===== src/rtl/uart_msg_sequencer.sv =====
// UART transmit message sequencer: streams a writable byte buffer into a UART TX core over the
// XMitGo/TxEmpty handshake, one-shot or repeating with a fixed idle gap between passes.
module uart_msg_sequencer #(
  parameter int unsigned DATA_W     = 8,
  parameter int unsigned DEPTH      = 256,
  parameter int unsigned ADDR_W     = 8,
  parameter int unsigned GAP_CYCLES = 38_399
) (
  input  logic              Clock,
  input  logic              Reset,
  input  logic              Start,
  input  logic              Mode,
  input  logic              Abort,
  input  logic [ADDR_W:0]   MsgLen,
  input  logic              WrEn,
  input  logic [ADDR_W-1:0] WrAddr,
  input  logic [DATA_W-1:0] WrData,
  input  logic              TxEmpty,
  output logic              XMitGo,
  output logic [DATA_W-1:0] TxData,
  output logic              Busy,
  output logic              Done,
  output logic [ADDR_W-1:0] ByteIdx
);

  localparam int unsigned     GapW     = (GAP_CYCLES > 1) ? $clog2(GAP_CYCLES) : 1;
  localparam logic [GapW-1:0] GapLast  = GapW'(GAP_CYCLES - 1);
  localparam logic [ADDR_W:0] DepthLen = (ADDR_W + 1)'(DEPTH);

  typedef enum logic [2:0] {
    StIdle,
    StFetch,
    StWaitEmpty,
    StSend,
    StWaitBusy,
    StGap
  } state_e;

  state_e            state_q;
  logic [ADDR_W:0]   len_q;
  logic              mode_q;
  logic [GapW-1:0]   gap_q;
  logic [DATA_W-1:0] mem_q [DEPTH];

  logic [ADDR_W:0]   next_idx;
  logic [ADDR_W:0]   start_len;

  always_comb begin
    next_idx  = {1'b0, ByteIdx} + (ADDR_W + 1)'(1);
    start_len = (MsgLen > DepthLen) ? DepthLen : MsgLen;
  end

  // Buffer is never cleared; a write in the same cycle as a fetch of that entry lands after the
  // read, so the fetch returns the old byte.
  always_ff @(posedge Clock) begin
    if (WrEn) begin
      mem_q[WrAddr] <= WrData;
    end
  end

  always_ff @(posedge Clock or posedge Reset) begin
    if (Reset) begin
      state_q <= StIdle;
      len_q   <= '0;
      mode_q  <= 1'b0;
      gap_q   <= '0;
      XMitGo  <= 1'b0;
      TxData  <= '0;
      Busy    <= 1'b0;
      Done    <= 1'b0;
      ByteIdx <= '0;
    end else begin
      XMitGo <= 1'b0;
      Done   <= 1'b0;
      if (Abort) begin
        state_q <= StIdle;
        Busy    <= 1'b0;
      end else begin
        case (state_q)
          StIdle: begin
            if (Start) begin
              if (MsgLen != '0) begin
                len_q   <= start_len;
                mode_q  <= Mode;
                ByteIdx <= '0;
                Busy    <= 1'b1;
                state_q <= StFetch;
              end else begin
                Done <= 1'b1;
              end
            end
          end
          StFetch: begin
            TxData  <= mem_q[ByteIdx];
            state_q <= StWaitEmpty;
          end
          StWaitEmpty: begin
            if (TxEmpty) begin
              XMitGo  <= 1'b1;
              state_q <= StSend;
            end
          end
          StSend: begin
            state_q <= StWaitBusy;
          end
          // TxEmpty falling is the TX core's acknowledgement that it took the byte.
          StWaitBusy: begin
            if (!TxEmpty) begin
              if (next_idx < len_q) begin
                ByteIdx <= next_idx[ADDR_W-1:0];
                state_q <= StFetch;
              end else begin
                Done <= 1'b1;
                if (mode_q) begin
                  gap_q   <= '0;
                  state_q <= StGap;
                end else begin
                  Busy    <= 1'b0;
                  state_q <= StIdle;
                end
              end
            end
          end
          StGap: begin
            if (gap_q == GapLast) begin
              ByteIdx <= '0;
              state_q <= StFetch;
            end else begin
              gap_q <= gap_q + GapW'(1);
            end
          end
          default: begin
            state_q <= StIdle;
            Busy    <= 1'b0;
          end
        endcase
      end
    end
  end

endmodule

===== config.mk =====
export PLATFORM = sky130hd
export DESIGN_NAME = uart_msg_sequencer
export DESIGN_NICKNAME = d
export VERILOG_FILES = /design/src/rtl/uart_msg_sequencer.sv
export SDC_FILE = /design/constraint.sdc
export NUM_CORES = 2
export LEC_CHECK = 0
export ABC_AREA = 0
export CAP_MARGIN = 15
export CORE_MARGIN = 3
export CORE_UTILIZATION = 30
export DETAILED_ROUTE_END_ITERATION = 8
export SLEW_MARGIN = 15
export SYNTH_ARGS = -nofsm -noshare
export SYNTH_HDL_FRONTEND = slang
export SYNTH_SLANG_ARGS = --single-unit
export TNS_END_PERCENT = 30

===== constraint.sdc =====
create_clock -name Clock -period 7.3 [get_ports Clock]
set_clock_uncertainty 0.2 [all_clocks]
set_input_delay 0.73 -clock Clock [delete_from_list [all_inputs] [get_ports Clock]]
set_output_delay 0.73 -clock Clock [all_outputs]
set_load 0.005 [all_outputs]

# Word-level counts from Yosys, hierarchy flattened
# Memories as Yosys holds them, arrays and structs flattened. A register that Yosys moved wholly into a read port is not among the register bits.
# Index checks and enable logic that the tools add are counted.
dict set report classes {
  add_sub_neg 2
  order_cmp 2
  eq_ne 22
  n_mux 39
  bitwise 1
  reduce_logical 11
}
# op n
set ops {}
lappend ops {{$mux 16} 4}
lappend ops {{$mux 8} 5}
lappend ops {{$pmux 16 s2} 1}
lappend ops {{$mux 3} 8}
lappend ops {{$pmux 8 s3} 1}
lappend ops {{$ne 3x3->1 const B} 7}
lappend ops {{$pmux 3 s6} 1}
lappend ops {{$add 16x1->16 const B} 1}
lappend ops {{$eq 16x16->1 const B} 1}
lappend ops {{$mux 1} 16}
lappend ops {{$ne 2x2->1 const B} 8}
lappend ops {{$reduce_and 6->1} 2}
lappend ops {{$add 8x1->9 const B} 1}
lappend ops {{$gt 9x9->1 const B} 1}
lappend ops {{$lt 9x9->1} 1}
lappend ops {{$mux 9} 1}
lappend ops {{$reduce_bool 9->1} 1}
lappend ops {{$reduce_and 7->1} 1}
lappend ops {{$eq 3x2->1 const B} 2}
lappend ops {{$eq 3x3->1 const B} 2}
lappend ops {{$reduce_and 5->1} 1}
lappend ops {{$reduce_and 4->1} 1}
lappend ops {{$reduce_or 4->1} 1}
lappend ops {{$eq 3x1->1 const B} 1}
lappend ops {{8 further kinds} 8}
dict set report totals {
  regBits 40
  mem_bits_rw 2048
  input_bits 32
  out_inout_bits 19
  elab_cells 86
  mem_count 1
}
# name depth word_bits read_ports rd_clocked_by_memory_dff write_ports line_no
set mem_list {}
lappend mem_list {mem_q 256 8 1 1 1 43} ;# logic [DATA_W-1:0] mem_q [DEPTH];

# Depth between registers and ports, before layout
dict set report depth {
  depth_word 6
  depth_mapped 18
  mapped_depth_nobuf 12
}

# Least setup slack after synthesis
# OpenSTA, ideal clock, no wires.
dict set report synth_timing {
  path_type {register to register}
  from {reg ByteIdx[2]}
  to {reg ByteIdx[6]}
  setup_time_ps 84
  arrival_time_ps 3629
  required_ps 7016
  slack_ps 3387
  path_stages_with_launch 18
  synth_period_minus_slack_ps 3913
  cell_sequence {dfrtp_1 > buf_2 > and2_1 > clkbuf_1 > clkbuf_1 > buf_1 > nand2_1 > nor2_1 > xnor2_1 > ha_1 > a21oi_1 > o211ai_1 > a21oi_1 > a211oi_1 > a2111oi_2 > clkbuf_1 > nand3_1 > o21ai_0}
}
dict set report synth_between {
  elab_chain_len 4
}
# element line_no
set synth_rtl {}
lappend synth_rtl {{start: declaration} 23} ;# output logic [ADDR_W-1:0] ByteIdx
lappend synth_rtl {{start signal: assignment} 110} ;# ByteIdx <= next_idx[ADDR_W-1:0];
lappend synth_rtl {{$add 8x1->9 (*)} 49} ;# next_idx = {1'b0, ByteIdx} + (ADDR_W + 1)'(1);
lappend synth_rtl {{$lt 9x9->1 or $mux 8 (tied branches)} 109} ;# if (next_idx < len_q) begin
lappend synth_rtl {{$ne 2x2->1 (no line) or $mux 8 (tied branches)} -}
lappend synth_rtl {{$reduce_and 7->1 (no line) or $pmux 8 s3 (tied branches)} -}
# Every way passes the cells marked *; elsewhere a longest branch is shown, timed or not. The select of a mux whose other input is x is not followed.
# A chain may end at the register's enable or synchronous reset.

==> metrics.md <==
| Metric | Value |
|---|---|
| Die width | 529.8 microns |
| Post-synthesis sequential area ratio | 76.16% |
| Clock net sink count | 2096 |
| Min cycle time layout | 5.085 ns |
| Cells after synthesis | 4103 |
| Critical path fanouts, max | 125 |
| Synth Flop Type | edfxtp_1 |
| Vias in the first global route | 41564 |
| Design Area, Final | 92950 sq um |
| LEAKAGE | 0.02727 uW |
| Clock root buffer | clkbuf_16 |
| Fmax | 196.6 MHz |
| Async SR Flop Fraction | 2.290% |
| Largest net degree at the start of global routing | 189 |
| Critical Path Sink Type | flip-flop |
| Core Area | 272000 sq um |
| Pwr dens | 260.7 nW/um^2 |
| Setup bufs post-CTS | 0 |
| Drt total wl | 219.4 mm |
| Sw Share | 21.03% |
| # fillers | 25222 |
| Reg2Reg Setup Slack | 2.21 ns |
| Worst reg-to-reg path cell count | 8 |
| GP Congestion | 0.8984 |
| Internal power | 19140 uW |
| Logic pwr share | 3.0% |
| Clock transition at the registers of the reported paths | 0.06 ns |
| GRT Resource Usage Total | 15.38% |
| Setup violators final | 0 |
| Area post-placement | 86570 sq um |
| Number of distinct library cells after synthesis | 71 |
| Net Sw Power | 5098 uW |
| Worst vdd ir | 0.2731 mV |
| WL met3 | 18.27 mm |
| Sequential power share | 55.1% |
| Worst-Skew Late Latency | 0.86 ns |
| Initial drt markers | 4823 |
| DR vias | 41226 |
| Port bufs | 50 |
| Seq. cell area | 62720 sq um |
| Synth warn | 0 |
| Hold WC Path Type | in -> async |
| # hold bufs at CTS | 0 |
| First drt pass iteration count | 6 |
| Post-DRT Antenna Nets | 0 |
| Footprint of the multi-input gates | 18020 sq um |
| CP endpoint | TxData[2] |
| CTS tree | built |
| Hold Vio Cnt, Final | 0 |
| Period utilisation layout | 69.66% |
| CP Launch Type | flip-flop |
| Yosys reg bits | 2096 |
| Status | finished clean |
| Crit path required time | 7.84 ns |
| Post-synth EDFFs | 2048 |
| Crit path DAT | 5.62 ns |
| CTS Buf Count | 201 |
| Row cnt | 191 |
| RSZ-0062 raised after global routing | false |
| R2r endpoint | TxData[2] |
| Routed length on met2 | 104.4 mm |
| Initial antenna violation count | 7 |
| Total negative slack | 0 ns |
| CP Launch Point | ByteIdx[1] |
| Rel. slew slack | 22.57% |
| Post_cts resized | 0 |
| Routed len/inst | 27.69 microns |
| Starting density of the core | 30.27% |
| HPWL Detailed | 128.8 mm |
| Max H-tree Level | 4 |
| Mapped Area | 82320 sq um |
| Core Util, Final | 34.18% |
| Max Root-Sink Buffers | 3 |
| Max Slew Vio Count | 0 |
| Clock power share | 41.9% |
| Io pins | 51 |
| Worst r2r src | ByteIdx[1] |
| Nets | 4222 |
| Via/cell ratio | 5.205 |
| Type of the worst setup path | reg -> reg |
| Worst-margin pin slew | 1.154 ns |
| Remaining global-route overflow | 0 |
| Met1 Wirelength | 88.26 mm |
| Syn nets | 4146 |
| Drc violations | 0 |
| Area grow syn2layout | 12.91% |
| Die footprint | 280700 sq um |
| Die Y-Extent | 529.8 microns |
| DR top layer | met5 |
| Syn_area_per_cell | 20.06 sq um |
| Layout cells sized above 1 | 18.56% |
| Max Cap Viol | 0 |
| First-pass GRT wire length | 313.1 mm |
-- cell families (layout without fill, tap and decap cells) --
logic type | after synthesis | in the layout | share of synthesized area [%]
multiplexers | 682 | 682 | 14.77
other | 0 | 3 | 0
AO/OA/AOI/OAI | 449 | 449 | 3.754
adder cells (fa/ha/maj) | 11 | 11 | 0.1672
buffers and inverters | 277 | 522 | 2.002
AND/OR/NAND/NOR | 581 | 581 | 3.072
XOR/XNOR | 7 | 7 | 0.07448
flip-flops | 2096 | 2096 | 76.16
-- worst max-delay path, cell delays in order, from the launching register on --
cell	delay, ns
dfrtp_4	0.82
buf_12	0.57
buf_4	0.84
mux4_2	0.43
a22oi_1	0.34
a221oi_1	0.20
a21oi_1	0.42
o2111ai_1	0.34
o32a_1	0.44
-- cell usage in the layout (no fill, tap or decap), drive strengths merged, types with 14 or more instances in the layout --
| master | n |
|---|---|
| nand2 | 124 |
| nand3 | 46 |
| clkdlybuf4s50 | 42 |
| a21oi | 83 |
| buf | 75 |
| dfrtp | 48 |
| o21ai | 81 |
| nand4 | 20 |
| mux4 | 425 |
| nor2 | 302 |
| edfxtp | 2048 |
| inv | 29 |
| a221oi | 24 |
| o22ai | 41 |
| nor3 | 17 |
| nor2b | 19 |
| a22oi | 44 |
| bufinv | 14 |
| mux2i | 248 |
| a211oi | 35 |
| a31oi | 16 |
| clkbuf | 269 |
| o221ai | 59 |
| clkinv | 92 |
-- per-stage QoR --
step / instances / setup WS (ns) / power (uW) / hold WS (ns)
finish: 7921 / 2.215 / 24240 / 0.1986
global route: 7919 / 2.124 / 24920 / 0.2455
CTS: 7918 / 2.296 / 24390 / 0.1555
detailed placement: 7546 / 2.350 / 14340 / 0.2909
global placement: 7546 / 2.321 / 14320 / 0.2858
floorplan: 4103 / 3.387 / 13870 / 0.2508
-- state kept, by name, summed over array words and instances (netlist names) --
name / cells
len_q: 9
state_q: 3
mem_q: 2048
Busy: 1
Done: 1
TxData: 8
ByteIdx: 8
mode_q: 1
XMitGo: 1
gap_q: 16
-- how the worst min path moves through the flow --
| stage | start | endpoint | slack [ns] | cells past startpoint |
|---|---|---|---|---|
| floorplan | gap_q[15] | gap_q[15] | 0.25 | 1 |
| global placement | gap_q[15] | gap_q[15] | 0.29 | 1 |
| detailed placement | gap_q[15] | gap_q[15] | 0.29 | 1 |
| CTS | Reset | XMitGo | 0.16 | 3 |
| global route | Reset | mode_q | 0.25 | 3 |
| finish | Reset | Busy | 0.20 | 3 |
-- power groups by stage --
| stage | Sequential [uW] | Combinational (uW) | Clock [uW] |
|---|---|---|---|
| final | 13400 | 716 | 10200 |
| after global routing | 13400 | 767 | 10800 |
| after CTS | 13400 | 724 | 10300 |
| after detailed placement | 13600 | 722 | 0 |
| after global placement | 13600 | 706 | 0 |
| after floorplan | 13500 | 328 | 0 |
-- per-layer routing --
metal,global-route usage [%],up-vias
met1,20.44,21942
met2,24.62,1761
met5,0,-
met4,5.857,4
li1,-,17102
met3,3.403,417
-- cell usage after synthesis, drive strengths merged (5+ instances only) --
| master | number | area (sq um) |
|---|---|---|
| mux2 | 9 | 101.4 |
| and2 | 10 | 62.56 |
| nand3b | 9 | 67.56 |
| nor4 | 7 | 43.79 |
| a22oi | 44 | 330.3 |
| mux4 | 425 | 9572 |
| o22ai | 41 | 256.5 |
| inv | 23 | 86.34 |
| a221oi | 24 | 222.7 |
| o31ai | 5 | 37.54 |
| a2111oi | 7 | 73.82 |
| dfrtp | 48 | 1201 |
| a31oi | 16 | 100.1 |
| buf | 149 | 1167 |
| nand2 | 124 | 468.0 |
| nor3 | 17 | 85.08 |
| ha | 11 | 137.6 |
| a21oi | 83 | 415.4 |
| o21ai | 81 | 405.4 |
| nand4 | 20 | 125.1 |
| nand2b | 8 | 50.05 |
| mux2i | 248 | 2482 |
| a211oi | 35 | 262.8 |
| o211ai | 7 | 52.55 |
| clkbuf | 103 | 386.6 |
| o221ai | 59 | 516.8 |
| nor2b | 19 | 118.9 |
| nor2 | 302 | 1134 |
| and3 | 5 | 31.28 |
| nand3 | 46 | 230.2 |
| edfxtp | 2048 | 61500 |
| a22o | 11 | 96.34 |
| xnor2 | 6 | 52.55 |
-- cell type report --
cell class	instances	area share, %
diodes	3	0.008077
clock buffers	261	5.709
clock inverters	111	1.147
inverters	25	0.1063
multi-input cells	1730	19.38
flip-flops and latches	2096	67.48
well taps	3570	4.806
repair buffers	125	1.365
No activity file was read; power rests on OpenSTA's default activity.
